`src/rtl/comp_stats.sv`:
```
// comp_stats: windowed statistics and flag cross-check for the 4-bit comparator.
// Emits one held report per WIN accepted samples over valid/ready handshakes.
module comp_stats #(
    parameter int W   = 4,
    parameter int CW  = 8,
    parameter int WIN = 16
) (
    input  logic          clk,
    input  logic          rst_n,
    input  logic          clr,
    input  logic          in_valid,
    output logic          in_ready,
    input  logic [W-1:0]  a,
    input  logic [W-1:0]  b,
    input  logic          L,
    input  logic          E,
    input  logic          S,
    output logic          out_valid,
    input  logic          out_ready,
    output logic [CW-1:0] cnt_l,
    output logic [CW-1:0] cnt_e,
    output logic [CW-1:0] cnt_s,
    output logic [W-1:0]  max_val,
    output logic [W-1:0]  min_val,
    output logic          err_flag
);

    localparam int IW = (WIN > 1) ? $clog2(WIN) : 1;
    localparam logic [CW-1:0] CMAX = {CW{1'b1}};

    typedef enum logic {
        ACC  = 1'b0,
        HOLD = 1'b1
    } state_e;

    state_e        state_q, state_d;
    logic [IW-1:0] idx_q, idx_d;
    logic [CW-1:0] cnt_l_q, cnt_l_d;
    logic [CW-1:0] cnt_e_q, cnt_e_d;
    logic [CW-1:0] cnt_s_q, cnt_s_d;
    logic [W-1:0]  max_q, max_d;
    logic [W-1:0]  min_q, min_d;
    logic          err_q, err_d;

    logic accept;
    logic release_rpt;
    logic bad;

    assign accept      = in_valid && (state_q == ACC);
    assign release_rpt = out_ready && (state_q == HOLD);
    assign bad         = (L != (a > b)) | (E != (a == b)) | (S != (a < b));

    always_comb begin
        state_d = state_q;
        idx_d   = idx_q;
        cnt_l_d = cnt_l_q;
        cnt_e_d = cnt_e_q;
        cnt_s_d = cnt_s_q;
        max_d   = max_q;
        min_d   = min_q;
        err_d   = err_q;
        // clr wins over both a coincident accept and a report consume
        if (clr || release_rpt) begin
            state_d = ACC;
            idx_d   = '0;
            cnt_l_d = '0;
            cnt_e_d = '0;
            cnt_s_d = '0;
            max_d   = '0;
            min_d   = {W{1'b1}};
            err_d   = 1'b0;
        end else if (accept) begin
            if (L && cnt_l_q != CMAX) cnt_l_d = cnt_l_q + CW'(1);
            if (E && cnt_e_q != CMAX) cnt_e_d = cnt_e_q + CW'(1);
            if (S && cnt_s_q != CMAX) cnt_s_d = cnt_s_q + CW'(1);
            if (a > max_d) max_d = a;
            if (b > max_d) max_d = b;
            if (a < min_d) min_d = a;
            if (b < min_d) min_d = b;
            err_d = err_q | bad;
            if (idx_q == IW'(WIN - 1)) begin
                idx_d   = '0;
                state_d = HOLD;
            end else begin
                idx_d = idx_q + IW'(1);
            end
        end
    end

    always_ff @(posedge clk or negedge rst_n) begin
        if (!rst_n) begin
            state_q <= ACC;
            idx_q   <= '0;
            cnt_l_q <= '0;
            cnt_e_q <= '0;
            cnt_s_q <= '0;
            max_q   <= '0;
            min_q   <= {W{1'b1}};
            err_q   <= 1'b0;
        end else begin
            state_q <= state_d;
            idx_q   <= idx_d;
            cnt_l_q <= cnt_l_d;
            cnt_e_q <= cnt_e_d;
            cnt_s_q <= cnt_s_d;
            max_q   <= max_d;
            min_q   <= min_d;
            err_q   <= err_d;
        end
    end

    assign in_ready  = (state_q == ACC);
    assign out_valid = (state_q == HOLD);
    assign cnt_l     = cnt_l_q;
    assign cnt_e     = cnt_e_q;
    assign cnt_s     = cnt_s_q;
    assign max_val   = max_q;
    assign min_val   = min_q;
    assign err_flag  = err_q;

endmodule

```
`config.mk`:
```
export PLATFORM = sky130hd
export DESIGN_NAME = comp_stats
export DESIGN_NICKNAME = d
export VERILOG_FILES = /design/src/rtl/comp_stats.sv
export SDC_FILE = /design/constraint.sdc
export NUM_CORES = 1
export LEC_CHECK = 0
export CAP_MARGIN = 5
export CORE_MARGIN = 2
export CORE_UTILIZATION = 50
export CTS_CLUSTER_SIZE = 40
export DETAILED_ROUTE_END_ITERATION = 10
export DONT_BUFFER_PORTS = 1
export GPL_TIMING_DRIVEN = 0
export PLACE_DENSITY = 0.73
export SYNTH_ARGS = -nofsm -noshare
export SYNTH_HDL_FRONTEND = slang
export SYNTH_SLANG_ARGS = --single-unit
```
`constraint.sdc`:
```
create_clock -name clk -period 2.83 [get_ports clk]
set_clock_uncertainty 0.1 [all_clocks]
set_input_delay 0.283 -clock clk [delete_from_list [all_inputs] [get_ports clk]]
set_output_delay 0.283 -clock clk [all_outputs]
set_load 0.01 [all_outputs]
```
# Word level (Yosys, flattened, before mapping)
# Cells that the tools add are included.
# word_totals
wordCells,74
output_inout_bits,35
ff_bits,38
# op_classes
muxes,29
magnitude_cmp,6
n_addsub,4
bitwise_logic,4
n_eq_ne,8
n_reduce_logical,15
# ops
operator,count
8-bit two-way mux,9
4-bit two-way mux,15
8-bit by 1-bit adder with 8-bit output (second input constant),3
8-bit != test (second input constant),3
4-bit > comparator,3
4-bit < comparator,3
2-bit nonzero test,5
2-bit AND reduction,4
1-bit logical AND,5
1-bit two-way mux,5
4-bit by 1-bit adder with 4-bit output (second input constant),1
4-bit equality test,1
4-bit equality test (second input constant),1
1-bit != test,3
1-bit OR,3
1-bit logical OR,1
1-bit NOT,1

# Longest topological paths before layout
# depth
word_depth,8
mapped_depth,13
mapped_depth_nobuf,13

# Least setup slack after synthesis
# Ideal clock, no wire load.
# synth_timing
path_type,reg-to-reg
startpoint,register min_q[1] (netlist: min_val[1])
endpoint,register min_q[1] (netlist: min_val[1])
path_buffers,0
setup_slack_ns,-0.025
path_stages_with_launch,12
setup_ns,0.089
required_time_ns,2.641
period_less_slack_ns,2.855
arrival_ns,2.666
cell_sequence,dfstp_2 -> inv_1 -> ha_1 -> a2111oi_4 -> or2_2 -> a21oi_1 -> ha_1 -> a2111oi_2 -> o221ai_1 -> o211a_1 -> o32ai_1 -> nor2_1
# synth_between
elab_chain_cells,8
# synth_rtl
item,line,source
from (decl),42,"logic [W-1:0] min_q, min_d;"
from (signal assigned),98,min_q <= {W{1'b1}};
from (signal assigned),107,min_q <= min_d;
4-bit < comparator,78,if (a < min_d) min_d = a;
4-bit two-way mux *,78,
4-bit two-way mux *,72,end else if (accept) begin
4-bit two-way mux *,63,if (clr || release_rpt) begin
4-bit < comparator,79,if (b < min_d) min_d = b;
4-bit two-way mux *,79,
4-bit two-way mux *,72,
4-bit two-way mux *,63,
# Every way passes the cells marked *; elsewhere a longest branch is shown, timed or not. The select of a mux whose other input is x is not followed.
# A chain may end at the register's enable or synchronous reset.

# Final worst setup path
# layout_timing
startpoint,register min_q[1] (netlist: min_val[1])
endpoint,register min_q[2] (netlist: min_val[2])
# The elaborated chain is that of the path after synthesis.

==> impl_metrics.csv <==
group,metric,value,unit
cts,path_clk_slew,0.08,ns
pwr,p_sw,492.4,uW
timing,rsz0062_at_grt,"true",
timing,finalSetupViolations,3,
global_route,grt_overflow,0,
route,drcViolationCount,0,
yosys,ys.warnings.count,0,
route,vias_per_cell,5.958,
cts,clock_sinks,38,
global_route,grt_pass1_wl,9439,um
timing,fin_crit_sh,1.042,
die,ioPinCount,51,
route,drtPass1Iterations,4,
cts,cts_inserted_buffers,5,
pwr,pwr-share-seq,0.425,
yosys,synth_ff_type,"dfrtp_1",
pwr,power_density,495.1,nW/um^2
critical_path,critPathLaunchType,"flip-flop",
global_route,antenna_found_initial,0,
timing,worstMarginPinSlew,0.6457,ns
placed_design,place.gp.congestion,0.7965,
die,die_h,75.56,um
pwr,max-vdd-ir-drop,0.2790,mV
timing,drv_slew,0,
route,routed_wirelength,5867,um
route,routedWlPerCell,16.43,um
status,failed_checks,"setup timing",
critical_path,r2r_end,"min_val[2]$_DFFE_PN1P_",
cts,root_buffer,"clkbuf_8",
placed_design,pre_cts_slack,-0.2122,ns
yosys,synth_nets,309,
critical_path,crit_end,"min_val[2]$_DFFE_PN1P_",
pwr,combPwrFrac,0.310,
cts,cts_tree,"built",
yosys,yosysUniqueCellTypes,51,
cells_and_area,layout_commonest_cell,"nor2_1",
yosys,syn_area,2560,sq um
die,num_rows,26,
yosys,yosysSeqAreaShare,0.3734,
route,dr_total_vias,2127,
global_route,grt_use_total,0.2185,
cells_and_area,fillers,463,
critical_path,path_class,"flip-flop to flip-flop",
die,start_util,0.5110,
status,outcome,"finished, violations left",
critical_path,r2r_cells,11,
die,core,5010,sq um
critical_path,crit_arrival,3.06,ns
yosys,synth_edf_count,0,
pwr,power,1.479,mW
pwr,internal-power,986.4,uW
pwr,power.leakage,1.266,nW
cells_and_area,mostFrequentLayoutCells,"nor2_1 (37), dfrtp_1 (31), nand2_1 (19), ha_1 (19), inv_1 (16)",
critical_path,rrSetupSlack,-0.12,ns
critical_path,critical_path.startpoint,"min_val[1]$_DFFE_PN1P_",
critical_path,crit_path_end_kind,"flip-flop",
cells_and_area,synthToLayoutAreaGrowth,16.67,%
yosys,ys_seq_elements,38,
cells_and_area,layout.nets,325,
global_route,grt_max_degree,39,
global_route,grt_pass1_vias,2052,
cts,htreeDepth,2,
timing,slew_headroom,0.5680,
cells_and_area,final_core_util,0.5962,
cells_and_area,antennaDiodeCount,0,
pwr,switching_share,0.3330,
route,ant_nets,0,
yosys,synthCells,270,
die,dieWidth,75.56,um
die,fp.dieArea,5709,sq um
placed_design,portBuffers,0,
worst_hold_path,hp-class,"input port to flip-flop",
timing,finalCriticalPeriod,2.949,ns
yosys,syn_avg_cell_area,9.481,sq um
pwr,pwr-share-clk,0.265,
critical_path,critPathRequiredTime,2.95,ns
cts,cts_buffer_depth,2,
cts,insertion_delay,0.29,ns
route,initialDrtViolationCount,71,
critical_path,regToRegStartpoint,"min_val[1]$_DFFE_PN1P_",
flow_run,maxCapViolCount,0,
timing,fmax,0.3392,GHz
cells_and_area,layout-drive-gt1-share,0.2125,
critical_path,worstPathMaxFanout,4,
timing,final_hold_viol_count,0,
timing,setup_ws,-0.1185,ns
placed_design,dp_hpwl,4129,um
yosys,synthArstFlopShare,1.000,
==> registers in the layout (all words and copies together), names as in the netlist <==
signal	flops
cnt_e	8
cnt_l	8
cnt_s	8
err_flag	1
idx_q	4
max_val	4
min_val	4
out_valid	1
==> cell usage after synthesis, types with 2 or more instances <==
master,instances,area share
nand4_1,13,0.032
o21ai_0,4,0.0078
o211ai_1,5,0.015
a2111oi_1,2,0.0078
and3_4,2,0.0088
nor2b_1,2,0.0049
o211ai_2,2,0.0098
nand3_1,6,0.012
nor3_1,8,0.016
inv_1,19,0.028
and4_1,2,0.0068
a21o_1,4,0.012
a211o_1,2,0.0068
o211a_1,3,0.012
or3_1,2,0.0049
xnor2_1,12,0.041
dfstp_2,4,0.041
o21ai_1,5,0.0098
nor2_1,38,0.056
nand2b_4,2,0.011
a21oi_1,14,0.027
dfrtp_1,34,0.33
xor2_1,8,0.027
ha_1,23,0.11
and3_1,3,0.0073
o32ai_1,2,0.0068
nand2_1,19,0.028
mux2i_1,6,0.023
clkbuf_1,2,0.0029
==> per-layer routing <==
layer | share of wire | global-route usage | vias up
met5 | 0 | 0 | -
met3 | 0.094 | 0.09524 | 10
li1 | - | - | 1017
met4 | 0.015 | 0.05848 | 0
met1 | 0.41 | 0.2627 | 1023
met2 | 0.48 | 0.3604 | 77
==> metrics by stage <==
stage	cell area, sq um	hold slack (ns)	setup TNS (ns)	std cells
2_1_floorplan	2596	-0.1126	0	270
3_3_place_gp	2684	-0.1111	-0.4982	340
3_5_place_dp	2684	-0.1111	-0.6144	340
4_1_cts	2875	0.04151	-0.06424	352
5_1_grt	2987	0.04904	-0.8331	357
6_report	2987	0.04403	-0.3273	357
==> cell type report <==
cell class                      instances  area [sq um]  share of cell area
Buffer                                  3         11.26            0.003770
Clock buffer                            6         82.58             0.02765
Clock inverter                          2         12.51            0.004189
Inverter                               19         71.32             0.02388
Multi-Input combinational cell        210          1679              0.5622
Sequential cell                        38         959.7              0.3213
Tap cell                               70         87.58             0.02933
Timing Repair Buffer                    9         82.58             0.02765
==> repair_timing <==
item | in CTS | in global routing
endpoints found under the setup margin | 3 | 7
pin swaps | 10 | 10
buffers inserted | 2 | 5
hold endpoints to repair | 38 | 0
hold buffers | 2 | 0
gates cloned | 0 | 0
gates resized for setup | 9 | 20
==> cells by family after synthesis <==
| group | after synthesis | share of synthesized area |
|---|---|---|
| simple gates | 103 | 0.2063 |
| fa+ha+maj | 23 | 0.1124 |
| buf+inv | 22 | 0.03226 |
| compound gates | 58 | 0.1838 |
| xor+xnor | 20 | 0.06843 |
| flops | 38 | 0.3734 |
| mux | 6 | 0.02346 |
==> worst min-delay path by stage <==
stage              from                     end  slack (ns)  cells after the start
6_report       in_valid   out_valid$_DFFE_PN0P_        0.04                      2
5_1_grt            b[0]  min_val[0]$_DFFE_PN1P_        0.05                      2
4_1_cts        in_valid   out_valid$_DFFE_PN0P_        0.04                      2
3_5_place_dp      rst_n  max_val[2]$_DFFE_PN0P_       -0.11                      0
3_3_place_gp      rst_n  max_val[1]$_DFFE_PN0P_       -0.11                      0
2_1_floorplan     rst_n    cnt_e[0]$_DFFE_PN0P_       -0.11                      0
==> power groups by stage <==
stage	sequential, mW	combinational [mW]	clock [mW]
final	0.629	0.459	0.391
after global routing	0.634	0.507	0.422
after CTS	0.625	0.369	0.402
after detailed placement	0.635	0.327	0
after global placement	0.634	0.316	0
after floorplan	0.625	0.273	0
==> critical path, stage by stage (launching register included) <==
cell	delay, ns
dfstp_2	0.59
inv_2	0.07
ha_4	0.25
a2111oi_4	0.31
or2_4	0.20
a21oi_2	0.06
ha_2	0.22
a2111oi_4	0.42
o221ai_2	0.20
o211a_1	0.18
o32ai_2	0.20
nor2_1	0.06
Power figures use the tool's default switching activity.
